==> src/rtl/kernel_loader.sv <==
// Streams D-weight rows from a valid/ready source into a banked kernel buffer, one write per weight.
// Optional running checksum of the loaded weights: define KERNEL_LOADER_CHECKSUM_EN.
module kernel_loader #(
  parameter int depth = 2,
  parameter int A     = 7,
  parameter int W     = 16
) (
  input  logic                 CLK,
  input  logic                 RST,
  input  logic                 start,
  input  logic [A-1:0]         baseAddr,
  input  logic [A:0]           rowCount,
  input  logic [W-1:0]         inData,
  input  logic                 inValid,
  output logic                 inReady,
  output logic [A-1:0]         address,
  output logic [W+depth+1:0]   ioInputs,
  output logic                 busy,
  output logic                 done,
  output logic [W-1:0]         checksum
);
  localparam int D = 1 << depth;
  localparam int STAGES = 1;

  localparam logic [1:0] IDLE   = 2'd0;
  localparam logic [1:0] LOAD   = 2'd1;
  localparam logic [1:0] FINISH = 2'd2;

  typedef struct packed {
    logic [A-1:0]     addr;
    logic [depth-1:0] bank;
    logic [W-1:0]     data;
  } wreq_t;

  logic [1:0]        state;
  logic [A-1:0]      row;
  logic [depth-1:0]  bank;
  logic [A:0]        rem;
  logic              sel;
  logic              wr_q;
  logic [STAGES:0]   vld_pipe;
  wreq_t             wreq;

  // stage 0 is the acceptance, stage 1 the buffer write it produces
  assign inReady  = (state == LOAD);
  assign vld_pipe = {wr_q, inValid & inReady};
  assign busy     = (state != IDLE);
  assign done     = (state == FINISH);
  assign address  = wreq.addr;
  assign ioInputs = {sel, vld_pipe[STAGES], wreq.bank, wreq.data};

  always_ff @(posedge CLK or posedge RST) begin
    if (RST) begin
      state <= IDLE;
      row   <= '0;
      bank  <= '0;
      rem   <= '0;
      sel   <= 1'b0;
      wr_q  <= 1'b0;
      wreq  <= '0;
    end else begin
      wr_q <= vld_pipe[0];
      // select stays up one cycle past LOAD so it covers the trailing write
      sel  <= (state == LOAD);
      if (vld_pipe[0]) wreq <= '{addr: row, bank: bank, data: inData};
      case (state)
        IDLE: if (start) begin
          row   <= baseAddr;
          rem   <= rowCount;
          bank  <= '0;
          state <= (rowCount == '0) ? FINISH : LOAD;
        end
        LOAD: if (vld_pipe[0]) begin
          bank <= bank + depth'(1);
          if (bank == depth'(D-1)) begin
            row <= row + A'(1);
            rem <= rem - (A+1)'(1);
            if (rem == (A+1)'(1)) state <= FINISH;
          end
        end
        FINISH: state <= IDLE;
        default: state <= IDLE;
      endcase
    end
  end

`ifdef KERNEL_LOADER_CHECKSUM_EN
  logic [W-1:0] cs;
  always_ff @(posedge CLK or posedge RST) begin
    if (RST)                        cs <= '0;
    else if (state == IDLE && start) cs <= '0;
    else if (vld_pipe[0])           cs <= cs + inData;
  end
  assign checksum = cs;
`else
  assign checksum = '0;
`endif

endmodule

==> config.mk <==
export PLATFORM = sky130hd
export DESIGN_NAME = kernel_loader
export DESIGN_NICKNAME = d
export VERILOG_FILES = /design/src/rtl/kernel_loader.sv
export SDC_FILE = /design/constraint.sdc
export NUM_CORES = 1
export LEC_CHECK = 0
export ABC_AREA = 1
export CORE_MARGIN = 2
export CORE_UTILIZATION = 40
export DETAILED_ROUTE_END_ITERATION = 8
export PLACE_DENSITY_LB_ADDON = 0.15
export SLEW_MARGIN = 20
export SYNTH_ARGS = -nofsm -noshare
export SYNTH_HDL_FRONTEND = slang
export SYNTH_SLANG_ARGS = --single-unit
==> constraint.sdc <==
create_clock -name CLK -period 1.9 [get_ports CLK]
set_input_delay 0.475 -clock CLK [delete_from_list [all_inputs] [get_ports CLK]]
set_output_delay 0.475 -clock CLK [all_outputs]
set_load 0.1 [all_outputs]
==> run summary <==
Commonest non-fill, non-tap cell in the layout = nand2_1
Setup Fix Bufs, Post-CTS = 0
CTS tree = yes
Total Routed Length = 5230 microns
Port-buffer cells = 64
Total Nets Final = 425
Overall Global Routing Usage = 16.5%
Warnings, synthesis = 0
CP Capture Type = output port
Data arrival time of the critical path = 1.26 ns
Initial DRC Count = 113
Clock latency on the worst-skew pair = 0.29 ns
Syn Std Cell Area = 0.00245 sq mm
WP data required = 1.42 ns
CTS buffer count = 5
GRT overflow = 0
Syn Inst Count = 324
Final Hold Vio Count = 0
CTS-repair resized insts = 0
Antenna Nets Post-Route = 0
Met1 Wirelength = 2370 microns
Most frequent cells in the layout = nand2_1, dfrtp_1, nor2_1
Ys async rst share = 100%
Vias in the first global route = 1920
Antenna violations before repair = 0
Setup violators final = 0
Max Slew Vio Count = 0
Global-route wire length before repair = 8470 microns
Final period util = 91.4%
Vias per std cell = 4.58
P&R area growth vs syn = 41.3%
Worst setup path class = reg2out
Clk slew on worst S/H paths = 0.08 ns
H-Tree Depth = 2
Ys flop type = dfrtp_1
DIE WIDTH = 82.3 microns
Mean post-synth cell area = 7.57 sq um
Initial Utilization = 41.4%
Clock Skew = 0.00192 ns
Setup TNS = 0 ns
Sequential fraction of the synthesis area = 46.9%
Worst path slowest cell = dfrtp_2
R2r setup slk = 0.39 ns
Startpoint Class = flip-flop
Post-synth EDFFs = 0
Outcome = finished clean
Sink Count = 46
Layout cells sized above 1 = 15.5%
Ant diodes = 0
Post-DP HPWL = 3830 microns
Hold crit path type = reg2reg
MaxCap Viol Count = 0
Clock Tree Root = clkbuf_8
DIE HEIGHT = 82.3 microns
Top layer in use = met4
CP Cell Sequence = nor2_2 > inv_1 > buf_12
Die Footprint = 0.00678 sq mm
Vias = 2112
Met3 WL post-DR = 250 microns
Drt drc = 0
Routability cong. = 0.754
Longest Clk Path Bufs = 2
Worst path max stage delay = 0.50 ns
RSZ-0062 raised after global routing = no
Met2 Wirelength = 2530 microns
# IOs = 81
Hold Buf Count CTS = 0
Drt first pass iters = 5
Crit-path max FO = 9
Synth Register Bits = 46
Fmax achieved = 576 MHz
Final min period = 1.74 ns
Per-cell routed wire length = 11.3 microns
Largest net degree at the start of global routing = 47
Row cnt = 28
Library cells used by synthesis = 22
Core area = 0.00592 sq mm
## synth_stat cells (3+ instances only)
cell     count  share of area [%]
nand2_1    120                 18
dfrtp_1     46                 47
nor2_1      39                6.0
buf_4       23                7.0
inv_1       21                3.2
o21ai_1     18                3.7
nand3_1     16                3.3
o21ai_0      9                1.8
inv_2        7                1.1
ha_1         4                2.0
nand2_2      4                1.0
buf_6        3                1.4
nand4_1      3               0.76
## through the flow
| stage | hold WS, ns | utilization, % | instances | area, sq um | setup slack [ns] |
|---|---|---|---|---|---|
| floorplan | 0.470 | - | 339 | 2510 | 0.119 |
| global placement | 0.495 | 57.2 | 454 | 3390 | 0.0501 |
| detailed placement | 0.500 | 57.2 | 454 | 3390 | 0.0172 |
| CTS | 0.521 | 58.5 | 461 | 3460 | 0.0589 |
| global route | 0.541 | 58.5 | 461 | 3470 | 0.0707 |
| finish | 0.524 | 58.5 | 461 | 3470 | 0.163 |
## worst max-delay path, delay by kind of cell, from the launching register on
| kind | cells | cell delay [ns] |
|---|---|---|
| and+or+nand+nor | 1 | 0.20 |
| buffers and inverters | 2 | 0.26 |
| DFF | 1 | 0.50 |
## sequential cells by signal, summed over array words and instances, names as in the netlist
signal	cells
address	7
bank	2
ioInputs	18
rem	8
row	7
sel	1
state	2
wr_q	1
## path summary, 6_finish.rpt
| path | end | cells after the start | from |
|---|---|---|---|
| hold / removal | row[6] | 2 | row[6] |
| setup reg to reg | row[2] | 7 | state[0] |
| setup / recovery | busy | 3 | state[0] |
| min in group asynchronous | ioInputs[4] | 3 | RST |
| hold reg to reg | row[6] | 2 | row[6] |
| max in group asynchronous | state[0] | 3 | RST |
## routing by layer
layer,vias to the layer above,global-route usage (%)
met5,-,0
met3,7,4.89
li1,1084,-
met2,57,26.9
met4,0,5.67
met1,964,20.9
## cells by family (layout without fill, tap and decap cells)
| logic type | count (synthesis) | count (layout) | share of synthesized area (%) |
|---|---|---|---|
| AND/OR/NAND/NOR | 187 | 187 | 31.4 |
| buffers and inverters | 57 | 104 | 13.4 |
| flip-flops | 46 | 46 | 46.9 |
| AO/OA/AOI/OAI | 28 | 28 | 5.81 |
| adder cells (fa/ha/maj) | 4 | 4 | 2.04 |
| other | 1 | 16 | 0.153 |
| XOR/XNOR | 1 | 1 | 0.357 |
## layout make-up
cell class	instances	area (sq um)
Inverter	29	111
Fill cell	542	2450
Timing Repair Buffer	68	996
Clock inverter	2	10.0
Tap cell	75	93.8
Multi-Input combinational cell	236	1030
Clock buffer	5	68.8
Sequential cell	46	1150
Power is not shown: default switching activity piles up to over one toggle a cycle in this logic, so the estimate is an artifact.
==> RTL change, RTL diff (same flow settings) <==
The option `KERNEL_LOADER_CHECKSUM_EN` is turned on by a define.
--- a/src/rtl/kernel_loader.sv
+++ b/src/rtl/kernel_loader.sv
@@ -1,5 +1,7 @@
 // Streams D-weight rows from a valid/ready source into a banked kernel buffer, one write per weight.
 // Optional running checksum of the loaded weights: define KERNEL_LOADER_CHECKSUM_EN.
+`define KERNEL_LOADER_CHECKSUM_EN
+
 module kernel_loader #(
   parameter int depth = 2,
   parameter int A     = 7,
Formal check against the unedited RTL: not equivalent (Yosys sat finds a counterexample within 4 cycles, from zero or initial values and one cycle with RST high).
==> RTL change against the original RTL <==
  * Routed wire length up 79%
  * Via count up 66%
  * Final area up 62%
  * Setup slack worse by 74 ps
  * First-iteration DRC count up 53%
  * Count of clock-buffer cells in the layout up 8
  * Utilization up 5.1 points
  * Synthesized area up 49%
  * Maximum frequency down 4.1%
  * Sequential cell count up 16
  * Critical path type unchanged
  * Largest cell class is now multi-input gates
Power is left out: the tool's default activity adds up to more than one toggle a clock period on the data nets, which glitch-free logic cannot reach.
==> RTL change: results (changes against the original RTL) <==
- Critical Path AT: 1340 ps (+80 ps)
- Fraction of layout cells with a size suffix above 1: 22.68% (+7.1 points)
- Worst Path Max Fanout: 4 (-5)
- Worst Skew: 9.974 ps (+8.052 ps)
- Avg Inst Size Synth: 7.439 µm² (-1.8%)
- Worst R2R Start: checksum[0]
- Met3 Usage GRT: 4.638% (-0.25 points)
- Vias in the first global route: 3550 (+85%)
- DR pass1 iterations: 4 (-1)
- Max Clock Freq: 552.2 MHz (-4.1%)
- Worst skew pair latency: 340 ps (+50 ps)
- Detailed Route WL: 9369 µm (+79%)
- Distinct cell type count after synthesis: 39 (+77%)
- Placed Area: 5254 µm² (+55%)
- Worst min-delay path class: in2reg
- Slowest-stage cell, CP: dfrtp_1
- I/O Buffers: 80 (+25%)
- Min-Delay Path Depth: 3 (+1)
- Layout filler cell count: 740 (+37%)
- WHS Endpoint: ioInputs[1]
- Total setup buffers inserted after CTS: 1 (+1)
- Resized cells post-CTS: 5 (+5)
- Peak per-stage delay on the critical path: 440 ps (-60 ps)
- HP Start: inData[1]
- Top post-synthesis cells by count: nand2_1 (182), dfrtp_1 (62), inv_1 (60), nor2_1 (30), o21ai_0 (28)
- Inserted Clock Buffers: 9 (+4)
- Post-synthesis sequential area ratio: 42.31% (-4.6 points)
- H-tree depth: 3 (+1)
- Starting DRT DRC Count: 173 (+53%)
- Total track usage: 19.78% (+3.3 points)
- Post-DP HPWL: 6839 µm (+78%)
- Post-synthesis net count: 548
- Worst reg-to-reg path cell count: 10 (+3)
- First-pass GRT wire length: 15730 µm (+86%)
- RR Endpoint: checksum[10]
- Min Hold Slack: 445.4 ps (-78.17 ps)
- Status: completed
- Ranking of synthesized cells by area: dfrtp_1 (42%), nand2_1 (19%), ha_1 (6.5%)
- Pre-CTS worst setup slack: -495.2 ps (-512.4 ps)
- Root Buffer: clkbuf_8
- Via count: 3505 (+66%)
- Post-route insts no fill: 712 (+54%)
- Largest net degree at the start of global routing: 63 (+34%)
- GP Congestion: 0.8868 (+18%)
- Met1 GRT Util: 24.36% (+3.4 points)
- Grt met2 use: 34.10% (+7.2 points)
- R2r setup slk: 100 ps (-290 ps)
- Cells after DPL: 695 (+53%)
==> RTL change: cell types whose count changed after synthesis, sizes merged, moves of 9 or more <==
cell,delta
o21ai,+9
inv,+34
nand2,+60
ha,+15
buf,-18
a21oi,+17
nor2,-9
dfrtp,+16
==> RTL change: cells by family after synthesis <==
| logic type | Yosys count | synth area share, % |
|---|---|---|
| simple gates | 259 | 29.58 |
| buf+inv | 77 | 8.904 |
| compound gates | 67 | 10.27 |
| flops | 62 | 42.31 |
| fa+ha+maj | 20 | 7.028 |
| xor+xnor | 8 | 1.911 |
==> RTL change: layout make-up <==
cell class	count	area [µm²]	area share (%)
multi-input combinational	354	1931	34.46
timing repair buffer	109	1508	26.91
inverter	63	245.2	4.377
sequential	62	1573	28.07
clock buffer	13	168.9	3.015
clock inverter	3	42.54	0.7593
tap	108	135.1	2.412
==> RTL change: routing by layer <==
metal,routed length [µm],up-vias
li1,-,1768
met1,4184,1639
met2,4589,85
met3,466,13
met4,129,0
met5,0,-
